===== src/rtl/btn_pulse_multi.sv =====
// Multi-channel button conditioner: shared sample-tick divider, then per channel a
// synchronizer, tick-sampled debouncer and a press/hold/auto-repeat FSM.
module btn_pulse_multi #(
    parameter int N_CH         = 5,
    parameter int DIV          = 500000,
    parameter int STABLE_CNT   = 4,
    parameter int HOLD_TICKS   = 200,
    parameter int REPEAT_TICKS = 40,
    parameter int REPEAT_EN    = 1
) (
    input  logic            clock,
    input  logic            resetn,
    input  logic [N_CH-1:0] btn,
    output logic            tick,
    output logic [N_CH-1:0] level,
    output logic [N_CH-1:0] press_pulse,
    output logic [N_CH-1:0] release_pulse,
    output logic [N_CH-1:0] long_pulse,
    output logic [N_CH-1:0] repeat_pulse
);

    localparam int DIV_W    = $clog2(DIV);
    localparam int STAB_W   = $clog2(STABLE_CNT + 1);
    localparam int HOLD_MAX = (HOLD_TICKS > REPEAT_TICKS) ? HOLD_TICKS : REPEAT_TICKS;
    localparam int HOLD_W   = $clog2(HOLD_MAX + 1);

    localparam logic [DIV_W-1:0]  DIV_LAST   = DIV_W'(DIV - 1);
    localparam logic [DIV_W-1:0]  DIV_ONE    = DIV_W'(1);
    localparam logic [STAB_W-1:0] STAB_LIM   = STAB_W'(STABLE_CNT);
    localparam logic [STAB_W-1:0] STAB_ONE   = STAB_W'(1);
    localparam logic [HOLD_W-1:0] HOLD_LIM   = HOLD_W'(HOLD_TICKS);
    localparam logic [HOLD_W-1:0] REPEAT_LIM = HOLD_W'(REPEAT_TICKS);
    localparam logic [HOLD_W-1:0] HOLD_ONE   = HOLD_W'(1);

    typedef enum logic [1:0] {
        ST_IDLE    = 2'd0,
        ST_PRESSED = 2'd1,
        ST_HELD    = 2'd2
    } state_e;

    logic [DIV_W-1:0] div_cnt_q, div_cnt_d;
    logic [N_CH-1:0]  sync1_q, sync2_q;

    always_comb begin
        div_cnt_d = div_cnt_q + DIV_ONE;
        if (div_cnt_q == DIV_LAST) begin
            div_cnt_d = '0;
        end
    end

    always_ff @(posedge clock or negedge resetn) begin
        if (!resetn) begin
            div_cnt_q <= '0;
            sync1_q   <= '0;
            sync2_q   <= '0;
        end else begin
            div_cnt_q <= div_cnt_d;
            sync1_q   <= btn;
            sync2_q   <= sync1_q;
        end
    end

    // Tick is decoded from the counter so it is low whenever the counter is in reset.
    assign tick = (div_cnt_q == DIV_LAST);

    for (genvar i = 0; i < N_CH; i++) begin : g_ch
        logic              s;
        logic [STAB_W-1:0] stab_cnt_q, stab_cnt_d;
        logic              level_q, level_d;
        logic              press_q, press_d;
        logic              release_q, release_d;
        logic              long_q, long_d;
        logic              repeat_q, repeat_d;
        logic [HOLD_W-1:0] hold_cnt_q, hold_cnt_d;
        state_e            state_q, state_d;

        assign s = sync2_q[i];

        always_comb begin
            stab_cnt_d = stab_cnt_q;
            level_d    = level_q;
            press_d    = 1'b0;
            release_d  = 1'b0;
            if (tick) begin
                if (s != level_q) begin
                    if ((stab_cnt_q + STAB_ONE) == STAB_LIM) begin
                        level_d    = ~level_q;
                        stab_cnt_d = '0;
                        press_d    = ~level_q;
                        release_d  = level_q;
                    end else begin
                        stab_cnt_d = stab_cnt_q + STAB_ONE;
                    end
                end else begin
                    stab_cnt_d = '0;
                end
            end
        end

        // A release accepted on this edge wins over any long/repeat event due now.
        always_comb begin
            state_d    = state_q;
            hold_cnt_d = hold_cnt_q;
            long_d     = 1'b0;
            repeat_d   = 1'b0;
            case (state_q)
                ST_IDLE: begin
                    hold_cnt_d = '0;
                    if (press_d) begin
                        state_d = ST_PRESSED;
                    end
                end
                ST_PRESSED: begin
                    if (release_d) begin
                        state_d    = ST_IDLE;
                        hold_cnt_d = '0;
                    end else if (tick) begin
                        if ((hold_cnt_q + HOLD_ONE) == HOLD_LIM) begin
                            long_d     = 1'b1;
                            hold_cnt_d = '0;
                            state_d    = ST_HELD;
                        end else begin
                            hold_cnt_d = hold_cnt_q + HOLD_ONE;
                        end
                    end
                end
                ST_HELD: begin
                    if (release_d) begin
                        state_d    = ST_IDLE;
                        hold_cnt_d = '0;
                    end else if (tick && (REPEAT_EN != 0)) begin
                        if ((hold_cnt_q + HOLD_ONE) == REPEAT_LIM) begin
                            repeat_d   = 1'b1;
                            hold_cnt_d = '0;
                        end else begin
                            hold_cnt_d = hold_cnt_q + HOLD_ONE;
                        end
                    end
                end
                default: begin
                    state_d    = ST_IDLE;
                    hold_cnt_d = '0;
                end
            endcase
        end

        always_ff @(posedge clock or negedge resetn) begin
            if (!resetn) begin
                stab_cnt_q <= '0;
                level_q    <= 1'b0;
                press_q    <= 1'b0;
                release_q  <= 1'b0;
                long_q     <= 1'b0;
                repeat_q   <= 1'b0;
                hold_cnt_q <= '0;
                state_q    <= ST_IDLE;
            end else begin
                stab_cnt_q <= stab_cnt_d;
                level_q    <= level_d;
                press_q    <= press_d;
                release_q  <= release_d;
                long_q     <= long_d;
                repeat_q   <= repeat_d;
                hold_cnt_q <= hold_cnt_d;
                state_q    <= state_d;
            end
        end

        assign level[i]         = level_q;
        assign press_pulse[i]   = press_q;
        assign release_pulse[i] = release_q;
        assign long_pulse[i]    = long_q;
        assign repeat_pulse[i]  = repeat_q;
    end

endmodule


===== config.mk =====
export PLATFORM = sky130hd
export DESIGN_NAME = btn_pulse_multi
export DESIGN_NICKNAME = d
export VERILOG_FILES = /design/src/rtl/btn_pulse_multi.sv
export SDC_FILE = /design/constraint.sdc
export NUM_CORES = 1
export LEC_CHECK = 0
export CAP_MARGIN = 40
export CELL_PAD_IN_SITES_DETAIL_PLACEMENT = 0
export CELL_PAD_IN_SITES_GLOBAL_PLACEMENT = 1
export CORE_MARGIN = 3
export CORE_UTILIZATION = 48
export DETAILED_ROUTE_END_ITERATION = 6
export PLACE_DENSITY = 0.88
export SYNTH_ARGS = -nofsm -noshare
export SYNTH_HDL_FRONTEND = slang
export SYNTH_SLANG_ARGS = --single-unit

===== constraint.sdc =====
create_clock -name clock -period 3.05 [get_ports clock]
set_input_delay 0.305 -clock clock [delete_from_list [all_inputs] [get_ports clock]]
set_output_delay 0.305 -clock clock [all_outputs]
set_load 0.005 [all_outputs]

==> results of run 1 <==
-- sequential cells by signal, summed over array words and instances, names as in the netlist --
name	cells
sync2_q	5
g_ch.level_q	5
sync1_q	5
g_ch.press_q	5
g_ch.repeat_q	5
g_ch.long_q	5
g_ch.state_q	10
g_ch.hold_cnt_q	40
g_ch.release_q	5
g_ch.stab_cnt_q	15
div_cnt_q	19
-- critical path, cell delays in order (launching register included) --
cell and delay, ns:
sky130_fd_sc_hd__dfrtp_1 0.38, sky130_fd_sc_hd__ha_1 0.21, sky130_fd_sc_hd__and4_1 0.26, sky130_fd_sc_hd__and4_1 0.24
sky130_fd_sc_hd__nand2_2 0.07, sky130_fd_sc_hd__inv_2 0.19, sky130_fd_sc_hd__buf_4 0.21, sky130_fd_sc_hd__clkdlybuf4s50_1 0.51
-- kinds of logic (layout without fill, tap and decap cells) --
family | Yosys count | count (layout) | share of synthesized area (%)
AO/OA/AOI/OAI | 155 | 155 | 15.7
AND/OR/NAND/NOR | 320 | 320 | 24.4
multiplexers | 15 | 15 | 2.33
XOR/XNOR | 27 | 27 | 3.39
flip-flops | 119 | 119 | 42.7
buffers and inverters | 81 | 113 | 5.81
adder cells (fa/ha/maj) | 32 | 32 | 5.74
-- path summary, 6_finish.rpt --
check / start / to / cells after the start
max in group asynchronous: resetn / g_ch[0].hold_cnt_q[3]$_DFFE_PN0P_ / 3
max: div_cnt_q[0]$_DFF_PN0_ / tick / 7
max reg2reg: g_ch[1].hold_cnt_q[0]$_DFFE_PN0P_ / g_ch[1].hold_cnt_q[3]$_DFFE_PN0P_ / 7
min in group asynchronous: resetn / sync2_q[2]$_DFF_PN0_ / 2
min: btn[1] / sync1_q[1]$_DFF_PN0_ / 1
min reg2reg: sync1_q[4]$_DFF_PN0_ / sync2_q[4]$_DFF_PN0_ / 0
-- cell usage after synthesis, types with 4 or more instances --
master                        n
sky130_fd_sc_hd__dfrtp_1    119
sky130_fd_sc_hd__nand2_1     79
sky130_fd_sc_hd__nor2_1      52
sky130_fd_sc_hd__o21ai_0     41
sky130_fd_sc_hd__nor3_1      38
sky130_fd_sc_hd__inv_1       35
sky130_fd_sc_hd__ha_1        32
sky130_fd_sc_hd__nand3_1     27
sky130_fd_sc_hd__buf_4       25
sky130_fd_sc_hd__a21oi_1     21
sky130_fd_sc_hd__and3_1      20
sky130_fd_sc_hd__xor2_1      17
sky130_fd_sc_hd__nand2b_1    16
sky130_fd_sc_hd__and2_1      14
sky130_fd_sc_hd__nor4_1      14
sky130_fd_sc_hd__clkbuf_1    12
sky130_fd_sc_hd__a31oi_1     11
sky130_fd_sc_hd__xnor2_1     10
sky130_fd_sc_hd__mux2_2       9
sky130_fd_sc_hd__or3_1        8
sky130_fd_sc_hd__a21o_1       7
sky130_fd_sc_hd__nand4b_1     7
sky130_fd_sc_hd__a211oi_1     6
sky130_fd_sc_hd__nand3b_1     6
sky130_fd_sc_hd__nand4_1      6
sky130_fd_sc_hd__o21ai_1      6
sky130_fd_sc_hd__o22ai_1      6
sky130_fd_sc_hd__buf_2        5
sky130_fd_sc_hd__mux2i_1      5
sky130_fd_sc_hd__o41ai_1      5
sky130_fd_sc_hd__or2_2        5
sky130_fd_sc_hd__or4b_2       5
sky130_fd_sc_hd__a221o_1      4
sky130_fd_sc_hd__and4_1       4
sky130_fd_sc_hd__o2111ai_1    4
sky130_fd_sc_hd__o211ai_1     4
-- layout make-up --
class                      instances  area (µm²)
fill                            1200        6040
multi-input combinational        549        3600
sequential                       119        2980
clock buffer                      18         439
timing repair buffer              45         430
tap                              180         225
clock inverter                    14         196
inverter                          36         135
-- power by group through the flow --
stage	Sequential, mW	Combinational (mW)	Clock [mW]
2_1_floorplan	1.62	0.0106	0
3_3_place_gp	1.62	0.0549	0
3_5_place_dp	1.62	0.0557	0
4_1_cts	1.59	0.0571	2.20
5_1_grt	1.59	0.0629	2.27
6_report	1.59	0.0540	2.15
-- through the flow --
step	worst slack, ns	power [mW]	instance area (µm²)	utilization, %
final	0.229	3.80	8000	57.0
after global routing	0.0776	3.92	8000	57.0
after CTS	0.208	3.84	8000	57.0
after detailed placement	0.485	1.67	7360	52.4
after global placement	0.568	1.67	7360	52.4
after floorplan	0.799	1.63	6980	-
-- layer usage --
| metal | wire [µm] | vias up | track usage [%] | part of all wire [%] |
|---|---|---|---|---|
| li1 | - | 2728 | - | - |
| met1 | 6820 | 2805 | 25.7 | 45 |
| met2 | 7410 | 150 | 31.9 | 49 |
| met3 | 655 | 28 | 4.84 | 4.3 |
| met4 | 344 | 0 | 9.09 | 2.3 |
| met5 | 0 | - | 0 | 0 |
-- what timing repair did --
action / in CTS / in global routing
hold buffers: 1 / 0
hold endpoints to repair: 54 / 0
setup buffers: 0 / 0
==> flow_summary.toml, run 1 <==
[synth]
synthesis.nets = 788
synth.avg_cell_area_um2 = 9.32
synth_area_leader_cell = "sky130_fd_sc_hd__dfrtp_1"
synth_seq_cells = 119
synth_seq_area_share_pct = 42.7
synth_flop_cell = "sky130_fd_sc_hd__dfrtp_1"
yosys.area.top_type_share_pct = 42.7
synth_warn = 0
post_synth_inst_count = 749
synth_cell_type_count = 80
async_reset_ff_share_pct = 100
synth_edf_count = 0
synth_top_cells_by_area = "sky130_fd_sc_hd__dfrtp_1 43%, sky130_fd_sc_hd__ha_1 5.7%, sky130_fd_sc_hd__nand2_1 4.2%"
synthesis.area_mm2 = 0.00698

[routing]
drt_first_iter_violations = 427
route.detailed.drc = 0
dr.pass1.iters = 5
wirelength_um = 15200
ant_nets = 0
via_count_of_the_routed_design = 5711
vias_per_cell = 5.94
wl_per_cell_um = 15.8

[timing]
final.hold.worst_slack_ns = 0.315
finalSetupViolations = 0
fin_tns_setup_ns = 0
share_of_the_cycle_needed_by_the_critical_path_after_routing_pct = 92.5
slew_headroom_pct = 46.7
final-hold-violation-count = 0
rsz0062_at_grt = "false"
timing_max_transition_violations_final = 0
post-route-min-period_ns = 2.82
achievable-frequency_mhz = 354
timing.clock.skew_ns = 0.00843
worst_pin_slew_ns = 0.797

[critical_path]
timing_worst_setup_path_type = "flop to output pin"
worst_setup_path_start_kind = "flop"
critical_path.endpoint_type = "output pin"
highest_fanout_seen_on_the_critical_path = 13
r2r_setup_slack_ns = 0.44
crit_required_ns = 2.74
worst-endpoint-arrival_ns = 2.52

[clock_network]
cts_sinks = 119
tritoncts_clock_tree = "done"
clock-root-buffer = "sky130_fd_sc_hd__clkbuf_16"
cts_resized = 0
cts_max_path_buffers = 2
worst_skew_pair.late_latency_ns = 0.43
cts_buffers = 17
h-tree-depth = 4
clock_pin_slew_on_the_worst_setup_and_hold_paths_ns = 0.05

[pwr]
switching_share_pct = 21.1
proportion_of_power_drawn_by_flip_flops_and_latches_pct = 41.9
intPower_mw = 3.00
total_leakage_power_nw = 3.44
pwr-share-clk_pct = 56.7
worst_ir_drop_vdd_v = 0.000593
switchingPower_uw = 802
p_per_area_mw_per_mm2 = 474
power.share.combinational_pct = 1.4

[cells_and_area]
layout.nets = 807
drive_gt1_share_pct = 10.2
num_antenna_cells = 0
layout.cells.non_filler = 961
layout.cells.most_common = "sky130_fd_sc_hd__dfrtp_1"
syn_to_final_growth_pct = 14.7
most-common-layout-cells = "119 x sky130_fd_sc_hd__dfrtp_1, 78 x sky130_fd_sc_hd__nand2_1, 52 x sky130_fd_sc_hd__nor2_1, 41 x sky130_fd_sc_hd__o21ai_0, 38 x sky130_fd_sc_hd__nor3_1"

[flow_run]
drv_cap = 0

[global_routing]
grt_first_pass_wirelength_um = 26200
grt_start_max_net_pins = 66
grt_usage_pct = 19.9
grt_antenna_before_repair = 0
overall_overflow_remaining_after_global_route = 0
grt_pass1_vias = 5615

[status]
status = "finished, final reports clean"

[floorplanning]
fp.coreArea_mm2 = 0.0140
num_rows = 43
die-height_um = 127
io_pins = 33
start_util_pct = 49.7
die-width_um = 127
fp.dieArea_mm2 = 0.0160

[hold_path]
hold_class = "primary input to flop"

[place]
placed_cells_incl_taps = 928
port_buffers = 32
detailed_place_hpwl_um = 10400
last_weighted_congestion_value_of_the_routability_driven_placer = 0.834
Note: power is estimated with default switching activity, not from simulation.
==> inputs of run 2 (changes only) <==
Settings changed: ABC_AREA from default to 1, CORE_UTILIZATION 48 to 45, CTS_CLUSTER_SIZE from default to 24, PLACE_DENSITY 0.88 to 0.87, REMOVE_ABC_BUFFERS from default to 1.
==> run 2 against run 1 <==
Compared with the run above:
- routed wire length fell by 4.2%
- register-to-register slack improved by 0.42 ns
- die area rose by 5.9%
- power fell by 4.6%
- clock skew rose by 0.0041 ns
- largest power group unchanged
- final cell count rose by 20%
- critical path depth fell by 1
- flip-flop and latch count did not move
- synthesized cell count rose by 24%
- via count rose by 0.18%
- combinational power fell by 8.1%
- global-route usage fell by 1.2 points
==> flow_summary.toml, run 2 <==
[cells_and_area]
layout.filler_cells = 1432
most_flop_heavy_register = "g_ch.hold_cnt_q"
most-common-layout-cells = "264 x sky130_fd_sc_hd__nand2_1, 137 x sky130_fd_sc_hd__inv_1, 119 x sky130_fd_sc_hd__dfrtp_1, 103 x sky130_fd_sc_hd__nor2_1, 79 x sky130_fd_sc_hd__nand3_1"
num_antenna_cells = 0
largest_registers = "g_ch.hold_cnt_q: 40 flops, div_cnt_q: 19 flops, g_ch.stab_cnt_q: 15 flops"
layout.cell_area.non_filler_mm2 = 0.00793
layout.nets = 997
layout.cells.most_common = "sky130_fd_sc_hd__nand2_1"
syn_to_final_growth_pct = 14.1
largest_register_ffs = 40
drive_gt1_share_pct = 5.99

[clock_network]
ctsHoldBuffers = 1
h-tree-depth = 4
cts_buffers = 17
post-cts-setup-buffers = 0
cts_max_path_buffers = 2
tritoncts_clock_tree = "done"
clock-root-buffer = "sky130_fd_sc_hd__clkbuf_16"
clock_pin_slew_on_the_worst_setup_and_hold_paths_ns = 0.05
worst_skew_pair.late_latency_ns = 0.42
cts_resized = 0
cts_sinks = 119

[floorplanning]
fp.dieArea_mm2 = 0.0170
num_rows = 44
start_util_pct = 46.9
die-height_um = 130
fp.coreArea_mm2 = 0.0148
die-width_um = 130
io_pins = 33

[routing]
via_count_of_the_routed_design = 5721
drt_first_iter_violations = 270
ant_nets = 0
wl_per_cell_um = 12.6
wirelength_um = 14600
dr.pass1.iters = 7
vias_per_cell = 4.96
route.detailed.drc = 0

[timing]
final.setup.worst_slack_ns = 0.585
timing_max_transition_violations_final = 0
share_of_the_cycle_needed_by_the_critical_path_after_routing_pct = 80.8
rsz0062_at_grt = "false"
fin_tns_setup_ns = 0
finalSetupViolations = 0
final-hold-violation-count = 0
worst_pin_slew_ns = 0.719
slew_headroom_pct = 51.5
timing.clock.skew_ns = 0.0125
post-route-min-period_ns = 2.47
achievable-frequency_mhz = 406

[synth]
post_synth_fa_ha_maj_area_fraction_pct = 5.76
synthesis.area_mm2 = 0.00695
synthMuxAreaShare_pct = 0
synthMostInstantiatedCell = "sky130_fd_sc_hd__nand2_1"
synth_area_leader_cell = "sky130_fd_sc_hd__dfrtp_1"
synth_compound_gate_area_share_pct = 5.18
synth_cell_type_count = 32
yosys.area_share.simple_pct = 33.3
synth_seq_area_share_pct = 42.8
synth_seq_cells = 119
synth_flop_cell = "sky130_fd_sc_hd__dfrtp_1"
post_synth_inst_count = 930
synth_warn = 0
synth.avg_cell_area_um2 = 7.47
synth_top_family_by_area = "simple AND/OR/NAND/NOR gates"
synth_commonest_cells = "264 x sky130_fd_sc_hd__nand2_1, 137 x sky130_fd_sc_hd__inv_1, 119 x sky130_fd_sc_hd__dfrtp_1"
synth_edf_count = 0
yosys.area.top_type_share_pct = 42.8
synth_top_cells_by_area = "sky130_fd_sc_hd__dfrtp_1 43%, sky130_fd_sc_hd__nand2_1 14%, sky130_fd_sc_hd__inv_1 7.4%"
xor_xnor_share_of_the_synthesized_area_pct = 2.14
async_reset_ff_share_pct = 100

[global_routing]
grt_first_pass_wirelength_um = 25200
grt_antenna_before_repair = 0
overall_overflow_remaining_after_global_route = 0
grt_pass1_vias = 5369
grt_start_max_net_pins = 56
grt_usage_pct = 18.7

[critical_path]
worstReg2RegStart = "div_cnt_q[0]$_DFF_PN0_"
worst_setup_path_start_kind = "flop"
highest_fanout_seen_on_the_critical_path = 5
worst-endpoint-arrival_ns = 2.16
crit_required_ns = 2.74
timing_worst_setup_path_type = "flop to output pin"
critical_path.endpoint_type = "output pin"
crit_path_start = "div_cnt_q[0]$_DFF_PN0_"

[hold_path]
hold_class = "primary input to flop"
holdCritStartpoint = "btn[2]"

[place]
detailed_place_hpwl_um = 10500
last_weighted_congestion_value_of_the_routability_driven_placer = 0.867
placement.cell_area_mm2 = 0.00733
placement.setup.worst_slack_ns = 0.850
port_buffers = 32

[pwr]
worst_ir_drop_vdd_v = 0.000383
total_leakage_power_nw = 3.85
p_per_area_mw_per_mm2 = 457

[status]
status = "finished, final reports clean"

[flow_run]
drv_cap = 0
-- run 2: cell count changes after synthesis, moves of 16 or more --
cell / change
sky130_fd_sc_hd__and3_1: -20
sky130_fd_sc_hd__nand2b_1: -16
sky130_fd_sc_hd__nand2_1: +185
sky130_fd_sc_hd__nand3_1: +52
sky130_fd_sc_hd__nand4_1: +21
sky130_fd_sc_hd__inv_1: +102
sky130_fd_sc_hd__nor2_1: +51
-- run 2: final timing paths --
path                                                     end  slack (ns)  cells past startpoint
min reg2reg                             sync2_q[1]$_DFF_PN0_        0.35                      0
min                                     sync1_q[2]$_DFF_PN0_        0.33                      1
max in group asynchronous         g_ch[3].repeat_q$_DFF_PN0_        1.87                      3
max                                                     tick        0.58                      6
min in group asynchronous  g_ch[2].hold_cnt_q[2]$_DFFE_PN0P_        0.43                      2
max reg2reg                g_ch[1].hold_cnt_q[3]$_DFFE_PN0P_        0.86                     11
-- run 2: logic make-up after synthesis --
logic type	Yosys count
XOR/XNOR	17
AND/OR/NAND/NOR	529
flip-flops	119
buffers and inverters	170
AO/OA/AOI/OAI	63
adder cells (fa/ha/maj)	32
-- run 2: area by class of cell --
cell class	count	area (µm²)	area share [%]
clock inverters	8	96.3	1.21
well taps	184	230	2.90
inverters	140	526	6.62
multi-input cells	641	3220	40.6
flip-flops and latches	119	2980	37.5
repair buffers	39	385	4.86
clock buffers	22	494	6.23
-- run 2: per-stage QoR --
| stage | hold WS, ns | utilization, % | std cells | power, mW |
|---|---|---|---|---|
| after floorplan | 0.00941 | - | 900 | 1.62 |
| after global placement | 0.335 | 49.5 | 1122 | 1.67 |
| after detailed placement | 0.337 | 49.5 | 1122 | 1.67 |
| after CTS | 0.308 | 53.6 | 1153 | 3.68 |
| after global routing | 0.307 | 53.6 | 1153 | 3.75 |
| final | 0.328 | 53.6 | 1153 | 3.62 |
-- run 2: power by group --
part           switching [mW]  internal (mW)  leakage, nW
clock network           0.689           1.29        0.294
registers             0.00279           1.59         1.63
logic                  0.0363         0.0133         1.93
-- run 2: metal layers --
metal	global-route usage, %	vias to the layer above	share of wire (%)
li1	-	2991	-
met1	25.0	2602	49
met2	29.8	106	46
met3	5.32	22	3.6
met4	5.50	0	1.7
met5	0	-	0
-- run 2: worst max-delay path: stages, from the launching register on --
cell	delay, ns
sky130_fd_sc_hd__dfrtp_1	0.36
sky130_fd_sc_hd__ha_1	0.25
sky130_fd_sc_hd__nand2_1	0.11
sky130_fd_sc_hd__nor2_4	0.18
sky130_fd_sc_hd__inv_2	0.08
sky130_fd_sc_hd__nor3_4	0.18
sky130_fd_sc_hd__clkdlybuf4s50_1	0.57
==> patch: new RTL, config.mk and constraints of run 1 <==
`HOLD_TICKS`: 200 -> 400.
--- a/src/rtl/btn_pulse_multi.sv
+++ b/src/rtl/btn_pulse_multi.sv
@@ -4,7 +4,7 @@
     parameter int N_CH         = 5,
     parameter int DIV          = 500000,
     parameter int STABLE_CNT   = 4,
-    parameter int HOLD_TICKS   = 200,
+    parameter int HOLD_TICKS   = 400,
     parameter int REPEAT_TICKS = 40,
     parameter int REPEAT_EN    = 1
 ) (
Check against the original RTL: same outputs for any inputs over 10 cycles, from zero or initial values and one cycle with resetn low; that may be too few to reach the edited logic, so the function may still have changed.
==> patch against run 1 <==
Sequential cell count up 5; largest cell class unchanged; sequential power up 4%; fmax down 1.9%; highest routed layer unchanged; routed wire length up 5.3%; power down 1.7%; synthesized area up 6.7%; count of clock-buffer cells in the layout down 1; first-iteration DRC count up 0.47%; the run now ends with negative hold slack left; synthesized cell count up 9.3%; setup slack worse by 0.054 ns; final area up 5.2%.
==> patch: results (changes against run 1) <==
run_status:
  status: "complete, but fails checks"
  violations: "negative hold slack"
global_routing:
  grt_max_degree: 61  # -7.6%
  track_usage_pct: 19.4  # -0.54 points
  grtUsageMet2_pct: 32.1  # +0.21 points
  grt_pass1_vias: 5650  # +0.62%
  grt_pass1_wl_mm: 26.7  # +2.0%
power_and_ir_drop:
  ir_drop_mv: 0.382  # -36%
  p_clk_mw: 2.02  # -6%
  comb-power_mw: 0.0509  # -5.7%
synth:
  syn-num-nets: 862  # +9.4%
  synthTopCellsByCount: "dfrtp_1, nand2_1, nor2_1"
  yosys.area_share.adder_pct: 6.05  # +0.31 points
finish:
  fillCellCount: 1298  # +8.2%
  drive_gt1_share_pct: 7.96  # -2.3 points
routing:
  dr_wl_met2_mm: 7.74  # +4.5%
  drt-initial-drc-count: 429  # +0.47%
  vias: 6054  # +6.0%
  drt-wirelength-per-cell_um: 15.6  # -1.4%
worst_setup_path:
  arrival_ns: 2.57  # +0.05 ns
  r2r-start: "g_ch[2].hold_cnt_q[0]"
  r2r_slack_ns: 0.21  # -0.23 ns
  r2r_cells: 9  # +2
  crit_path_top_delay_cell: "or4b_4"
sta:
  period_share_pct: 94.3  # +1.8 points
  hold_viol: 43  # +43
  whs_ns: -0.0365  # -0.351 ns
min_path:
  hold_class: "primary input to asynchronous set/reset pin"
placed_design:
  gp_congestion: 0.864  # +3.6%
[patch: what timing repair did]
item | 4_1_cts | 5_1_grt
hold endpoints to repair | 0 | 0
setup endpoints to repair | 0 | 7
hold buffers | 0 | 0
resized for setup | 0 | 4
[patch: kinds of logic after synthesis]
group,Yosys count
XOR/XNOR,34
flip-flops,124
adder cells (fa/ha/maj),36
multiplexers,9
AO/OA/AOI/OAI,184
buffers and inverters,90
AND/OR/NAND/NOR,342
[patch: metrics by stage]
step                      hold slack (ns)  instance area [um2]
after floorplan                   0.00941                 7450
after global placement              0.337                 7810
after detailed placement            0.337                 7810
after CTS                         0.00769                 8410
after global routing               0.0171                 8420
final                             -0.0365                 8420
[patch: final cells by class]
| class | count | share of cell area, % |
|---|---|---|
| Sequential cell | 124 | 36.9 |
| Inverter | 38 | 1.71 |
| Multi-Input combinational cell | 605 | 46.5 |
| Clock inverter | 13 | 2.04 |
| Tap cell | 184 | 2.73 |
| Clock buffer | 17 | 5.05 |
| Timing Repair Buffer | 45 | 5.08 |
